==> src/rtl/i2s_rx.sv <==
// I2S slave receiver: synchronises sck/ws/sd to clk_i, deserialises each slot
// MSB-first and presents left/right words with one-cycle valid strobes.
module i2s_rx #(
  parameter int AUDIO_DW    = 8,
  parameter int SYNC_STAGES = 2
) (
  input  logic                clk_i,
  input  logic                rst_ni,
  input  logic                sck_i,
  input  logic                ws_i,
  input  logic                sd_i,
  output logic [AUDIO_DW-1:0] l_data_o,
  output logic [AUDIO_DW-1:0] r_data_o,
  output logic                l_valid_o,
  output logic                r_valid_o,
  output logic                short_o,
  output logic                locked_o
);

  localparam int CW = $clog2(AUDIO_DW + 1);

  logic [SYNC_STAGES-1:0] sck_sync, ws_sync, sd_sync;
  logic                   sck_p0, ws_p0, sd_p0, sck_p1;
  logic                   sck_rise;

  logic                   primed;
  logic                   ws_last;
  logic [CW-1:0]          cnt;
  logic [AUDIO_DW-1:0]    shift;

  logic [AUDIO_DW-1:0]    shift_nxt;
  logic [CW-1:0]          cnt_nxt;
  logic                   short_nxt;

  // stage p0: synchroniser outputs; p1: previous synced sck for edge detection
  always_ff @(posedge clk_i) begin
    if (!rst_ni) begin
      sck_sync <= '0;
      ws_sync  <= '0;
      sd_sync  <= '0;
      sck_p1   <= 1'b0;
    end else begin
      sck_sync <= {sck_sync[SYNC_STAGES-2:0], sck_i};
      ws_sync  <= {ws_sync[SYNC_STAGES-2:0], ws_i};
      sd_sync  <= {sd_sync[SYNC_STAGES-2:0], sd_i};
      sck_p1   <= sck_p0;
    end
  end

  assign sck_p0   = sck_sync[SYNC_STAGES-1];
  assign ws_p0    = ws_sync[SYNC_STAGES-1];
  assign sd_p0    = sd_sync[SYNC_STAGES-1];
  assign sck_rise = sck_p0 & ~sck_p1;

  // Bit placement: once cnt saturates no position matches, so extra bits drop.
  always_comb begin
    shift_nxt = shift;
    for (int i = 0; i < AUDIO_DW; i++) begin
      if (int'(cnt) == AUDIO_DW - 1 - i) shift_nxt[i] = sd_p0;
    end
    cnt_nxt   = (cnt == CW'(AUDIO_DW)) ? cnt : cnt + CW'(1);
    short_nxt = (cnt_nxt != CW'(AUDIO_DW));
  end

  // stage p2: framing state and registered outputs
  always_ff @(posedge clk_i) begin
    if (!rst_ni) begin
      primed    <= 1'b0;
      ws_last   <= 1'b0;
      cnt       <= '0;
      shift     <= '0;
      l_data_o  <= '0;
      r_data_o  <= '0;
      l_valid_o <= 1'b0;
      r_valid_o <= 1'b0;
      short_o   <= 1'b0;
      locked_o  <= 1'b0;
    end else begin
      l_valid_o <= 1'b0;
      r_valid_o <= 1'b0;
      short_o   <= 1'b0;
      if (sck_rise) begin
        if (!primed) begin
          primed  <= 1'b1;
          ws_last <= ws_p0;
        end else if (ws_p0 != ws_last) begin
          // The transition edge carries the LSB of the slot being closed.
          if (locked_o) begin
            if (!ws_last) begin
              l_data_o  <= shift_nxt;
              l_valid_o <= 1'b1;
            end else begin
              r_data_o  <= shift_nxt;
              r_valid_o <= 1'b1;
            end
            short_o <= short_nxt;
          end
          shift    <= '0;
          cnt      <= '0;
          ws_last  <= ws_p0;
          locked_o <= 1'b1;
        end else begin
          shift <= shift_nxt;
          cnt   <= cnt_nxt;
        end
      end
    end
  end

endmodule

==> config.mk <==
export PLATFORM = sky130hd
export DESIGN_NAME = i2s_rx
export DESIGN_NICKNAME = d
export VERILOG_FILES = /design/src/rtl/i2s_rx.sv
export SDC_FILE = /design/constraint.sdc
export NUM_CORES = 1
export LEC_CHECK = 0
export ABC_AREA = 1
export CELL_PAD_IN_SITES_DETAIL_PLACEMENT = 1
export CELL_PAD_IN_SITES_GLOBAL_PLACEMENT = 1
export CORE_ASPECT_RATIO = 0.7
export CORE_MARGIN = 3
export CORE_UTILIZATION = 40
export CTS_BUF_LIST = sky130_fd_sc_hd__clkbuf_4
export CTS_CLUSTER_SIZE = 28
export DETAILED_ROUTE_END_ITERATION = 10
export HOLD_SLACK_MARGIN = 0.12
export PLACE_DENSITY_LB_ADDON = 0.1
export REMOVE_ABC_BUFFERS = 1
export SETUP_SLACK_MARGIN = 0.2
export SKIP_CTS_REPAIR_TIMING = 1
export SLEW_MARGIN = 5
export SYNTH_ARGS = -nofsm -noshare
export SYNTH_HDL_FRONTEND = slang
export SYNTH_SLANG_ARGS = --single-unit
==> constraint.sdc <==
create_clock -name clk_i -period 1.7 [get_ports clk_i]
set_input_delay 0.34 -clock clk_i [delete_from_list [all_inputs] [get_ports clk_i]]
set_output_delay 0.34 -clock clk_i [all_outputs]
set_load 0.01 [all_outputs]
# ---- Word-level counts from Yosys, hierarchy flattened
# Index checks and enable logic that the tools add are counted.
dict set report classes {
  n_addsub 1
  n_eq_ne 11
  muxes 15
  bitwise_logic 3
  n_reduce_logical 7
}
# cell n
set ops {}
lappend ops {{$eq A4 B4 Y1 const B} 5}
lappend ops {{$reduce_and A5 Y1} 3}
lappend ops {{$mux W1} 12}
lappend ops {{$eq A4 B3 Y1 const B} 2}
lappend ops {{$mux W4} 2}
lappend ops {{$mux W8} 1}
lappend ops {{$add A4 B1 Y4 const B} 1}
lappend ops {{$eq A4 B2 Y1 const B} 1}
lappend ops {{$logic_not A4 Y1} 1}
lappend ops {{$ne A4 B4 Y1 const B} 1}
lappend ops {{$reduce_and A2 Y1} 2}
lappend ops {{$reduce_and A3 Y1} 1}
lappend ops {{$ne A2 B1 Y1 const B} 1}
lappend ops {{$not A1 Y1} 2}
lappend ops {{$and A1 B1 Y1} 1}
lappend ops {{$ne A1 B1 Y1} 1}
dict set report totals {
  reg_bits 41
  inputBits 5
  output_inout_bits 20
}

# ---- Depth between registers and ports, before layout
dict set report logic_depth {
  word_depth 3
  mapped_depth 8
}

# ---- Worst setup path after synthesis
# No wires, ideal clock.
dict set report synth_path {
  kind {register to register}
  from {reg ws_last}
  to {reg shift[6]}
  setup_time_ns 0.132
  t_arrival_ns 1.107
  required_time_ns 1.568
  path_slack_ns 0.461
  path_stages_with_launch 6
  path_buffers 1
  period_less_slack_ns 1.239
  path_cell_list {dfxtp_1 > xor2_2 > nor2_1 > buf_2 > nand2_1 > a21oi_1}
}
dict set report synth_between {
  elab_chain_cells 2
}
# element line
set synth_lines {}
lappend synth_lines {{start: declaration} 27} ;# logic ws_last;
lappend synth_lines {{start signal: assignment} 85} ;# ws_last <= ws_p0;
lappend synth_lines {{start signal: assignment} 100} ;# ws_last <= ws_p0;
lappend synth_lines {{$ne A1 B1 Y1} 86} ;# end else if (ws_p0 != ws_last) begin
lappend synth_lines {{$mux W8} 86}
lappend synth_lines {{end signal: assignment} 103} ;# shift <= shift_nxt;
lappend synth_lines {{end: declaration} 29} ;# logic [AUDIO_DW-1:0] shift;
# Every way passes these cells.
# A chain may end at the register's enable or synchronous reset.

# ---- Final worst setup path
dict set report layout_path {
  from {reg cnt[0]}
  to {reg cnt[0]}
}
dict set report layout_between {
  elab_chain_cells 3
  word_cells_on_any_way 4
  classes_between {1 x add/sub; 1 x eq/ne; 2 x mux}
}
# element line
set layout_lines {}
lappend layout_lines {{start: declaration} 28} ;# logic [CW-1:0] cnt;
lappend layout_lines {{start signal: assignment} 104} ;# cnt <= cnt_nxt;
lappend layout_lines {{$add A4 B1 Y4 or $eq A4 B4 Y1 (tied branches)} 61} ;# cnt_nxt = (cnt == CW'(AUDIO_DW)) ? cnt : cnt + CW'(1);
lappend layout_lines {{$mux W4 *} 61}
lappend layout_lines {{$mux W4 *} 86}
# Every way passes the cells marked *; elsewhere a longest branch is shown, timed or not.

==> run_results.csv <==
group,metric,value,unit
cts,tritoncts,"built",
cts,ctsRootBufferMaster,"sky130_fd_sc_hd__clkbuf_4",
die,std_cell_rows,19,
pwr,total_power_consumption,0.00156,W
sta,setup_viol_count_final,0,
synthesis,synth_async_sr_flop_share,0,%
routing,initialDrtViolationCount,74,
global_route,grt_first_pass_wirelength,8070,um
finish,layout.nets,303,
place,detailedPlacementHpwl,3330,um
routing,drtAntennaViolNets,0,
sta,finalCriticalPeriod,1.36,ns
cts,cts_max_path_buffers,2,
synthesis,syn-mean-instance-area,6.84,um^2
place,routabilityCongestion,0.778,
synthesis,synthCells,264,
synthesis,synth.top_cells.by_area,"sky130_fd_sc_hd__dfxtp_1 45%, sky130_fd_sc_hd__nand2_1 18%, sky130_fd_sc_hd__nor2_1 8.5%",
setup_path,required,1.99,ns
routing,route.vias.total,1668,
routing,route.detailed.wl_per_inst,13.4,um
setup_path,crit_chain,"inv_1 -> ha_2 -> nand2_1 -> inv_1 -> nand3_1 -> nand2_1 -> nand2_1 -> a21oi_1",
sta,rsz0062_at_grt,"yes",
place,post-place-ws,0.00802,ns
sta,max_slew.worst_pin.slew,0.333,ns
synthesis,synth_seq_area_share,45.4,%
synthesis,synth_enable_flop_cells,0,
routing,wl_met2,2000,um
die,die_area,5370,um^2
status,outcome,"finished, final reports clean",
synthesis,netlist.top_cell.by_area,"sky130_fd_sc_hd__dfxtp_1",
die,io-pin-count,25,
routing,first_pass_iters,4,
synthesis,syn-cell-area,1810,um^2
setup_path,worstSetupPathType,"flip-flop to flip-flop",
synthesis,yosysMostFrequentCell,"sky130_fd_sc_hd__nand2_1",
finish,layout-area-overhead-vs-synth,26.5,%
sta,timing.clock.skew,0.0123,ns
synthesis,yosys_warnings,0,
finish,fillerInstances,545,
pwr,power.density,685,nW/um^2
die,start_util,43.7,%
sta,max_clock_freq,734,MHz
die,core_area,4140,um^2
cts,clock_insertion_delay_worst_skew,0.37,ns
sta,hold_viol_final,0,
synthesis,synthDominantCellAreaShare,45.4,%
finish,sequential_cell_area,831,um^2
routing,drcViolationCount,0,
sta,timing.final.max_slew_violations,0,
cts,h-tree-depth,2,
sta,fin_setup_tns,0,ns
global_route,grt_usage,18.6,%
finish,multi_input_gate_area,860,um^2
setup_path,timing.critical_path.max_delay_family,"flip-flops",
setup_path,crit_path_max_fanout,5,
sta,layout_setup_ws,0.337,ns
setup_path,worstSetupStartpointType,"flip-flop",
routing,vias_per_cell,4.81,
global_route,antenna_found_initial,0,
setup_path,crit_path_end_kind,"flip-flop",
synthesis,yosys.cell_types.count,19,
global_route,grt_start_max_net_pins,17,
pwr,vdd_drop_max,0.381,mV
setup_path,cp.arrival,1.65,ns
finish,share_of_final_layout_standard_cells_stronger_than_drive_strength_1,12.2,%
min_path,worstHoldPathType,"flip-flop to flip-flop",
cts,cts_num_sinks,41,
global_route,globalRoute.totalOverflow,0,
global_route,grt_pass1_vias,1696,
routing,wl_met3,216,um
routing,maxUsedRoutingLayer,"met4",
sta,final.hold.worst_slack,0.431,ns
job,number_of_max_capacitance_violations_reported,0,
pwr,leakagePower,1.43,nW
finish,antenna-diode-count,0,
cts,cts_made_buffers,5,
sta,worst_slew_margin,77.8,%
setup_path,cp_max_stage_delay,0.37,ns
die,fp.dieH,62.2,um
cts,clock_pin_slew_of_the_registers_on_the_worst_case_setup_and_hold_paths,0.13,ns
synthesis,synth.top_cells.by_count,"87 x sky130_fd_sc_hd__nand2_1, 41 x sky130_fd_sc_hd__dfxtp_1, 41 x sky130_fd_sc_hd__nor2_1",
place,placement.io_buffers,24,
sta,period_share,80.2,%
die,floorplan.die.width,86.3,um
setup_path,number_of_buffers_and_inverters_on_the_critical_path,2,
routing,routedLengthMet1,2360,um
routing,drt-total-wl,4640,um
setup_path,cp_max_delay_cell,"sky130_fd_sc_hd__dfxtp_2",
synthesis,synth_top_flop_cell,"sky130_fd_sc_hd__dfxtp_1",
setup_path,cell_occurring_most_often_along_the_worst_timing_path,"sky130_fd_sc_hd__nand2_1",
synthesis,synth-seq-cells,41,
-- state kept, by name, indices dropped and copies added (netlist names) --
| name | count |
|---|---|
| short_o | 1 |
| sck_p1 | 1 |
| primed | 1 |
| locked_o | 1 |
| l_data_o | 8 |
| l_valid_o | 1 |
| sck_sync | 2 |
| shift | 8 |
| ws_last | 1 |
| r_valid_o | 1 |
| r_data_o | 8 |
| sd_sync | 2 |
| ws_sync | 2 |
| cnt | 4 |
-- stage by stage --
stage / util, % / cells / instance area (um^2)
6_report: 55.2 / 347 / 2280
3_5_place_dp: 51.1 / 338 / 2120
2_1_floorplan: - / 254 / 1750
5_1_grt: 55.2 / 347 / 2280
4_1_cts: 52.6 / 346 / 2170
3_3_place_gp: 51.1 / 338 / 2120
-- cell families (layout without fill, tap and decap cells) --
| group | after synthesis | in the layout | share of synthesized area (%) |
|---|---|---|---|
| adder cells (fa/ha/maj) | 4 | 4 | 2.77 |
| AND/OR/NAND/NOR | 154 | 155 | 35.0 |
| buffers and inverters | 42 | 72 | 9.76 |
| XOR/XNOR | 1 | 1 | 0.901 |
| flip-flops | 41 | 41 | 45.4 |
| AO/OA/AOI/OAI | 22 | 22 | 6.09 |
-- tightest hold or removal path, stage by stage (launching register included) --
cell	delay [ns]
sky130_fd_sc_hd__dfxtp_1	0.32
sky130_fd_sc_hd__nand2_1	0.06
sky130_fd_sc_hd__inv_1	0.03
-- final timing paths --
path / from / endpoint / slack [ns] / depth (start not counted)
worst max-delay path: cnt[0]$_SDFFE_PN0P_ / cnt[0]$_SDFFE_PN0P_ / 0.34 / 8
worst max register to register: cnt[0]$_SDFFE_PN0P_ / cnt[0]$_SDFFE_PN0P_ / 0.34 / 8
worst min-delay path: sck_sync[0]$_SDFF_PN0_ / sck_sync[1]$_SDFF_PN0_ / 0.43 / 2
worst min register to register: sck_sync[0]$_SDFF_PN0_ / sck_sync[1]$_SDFF_PN0_ / 0.43 / 2
-- routing by layer --
layer | global-route usage (%) | vias up
met5 | 0 | -
met4 | 6.03 | 0
met3 | 4.10 | 5
met2 | 27.9 | 34
met1 | 26.2 | 768
li1 | - | 861
-- placed cells by master, fill, tap and decap left out, types with 4 or more instances in the layout --
cell type,instances
sky130_fd_sc_hd__nand2_1,87
sky130_fd_sc_hd__nor2_1,37
sky130_fd_sc_hd__dfxtp_1,35
sky130_fd_sc_hd__inv_1,31
sky130_fd_sc_hd__dlymetal6s2s_1,20
sky130_fd_sc_hd__a21oi_1,16
sky130_fd_sc_hd__nand3_1,15
sky130_fd_sc_hd__buf_4,8
sky130_fd_sc_hd__clkbuf_4,5
sky130_fd_sc_hd__dfxtp_2,5
sky130_fd_sc_hd__nand2_2,4
sky130_fd_sc_hd__o21ai_0,4
sky130_fd_sc_hd__clkdlybuf4s50_1,4
-- where the power goes --
group / switching (W) / leakage [nW] / internal, W
Sequential: 0.0000101 / 0.335 / 0.000970
Clock: 0.000352 / 0.0316 / 0.000164
Combinational: 0.0000418 / 1.06 / 0.0000269
Total: 0.000404 / 1.43 / 0.00116
-- cell type report --
class / instances / share of cell area, %
inverters: 32 / 5.26
flip-flops and latches: 41 / 36.4
clock inverters: 3 / 0.931
clock buffers: 5 / 1.64
multi-input cells: 182 / 37.6
well taps: 52 / 2.85
repair buffers: 32 / 15.3
No activity file was read; power rests on OpenSTA's default activity.
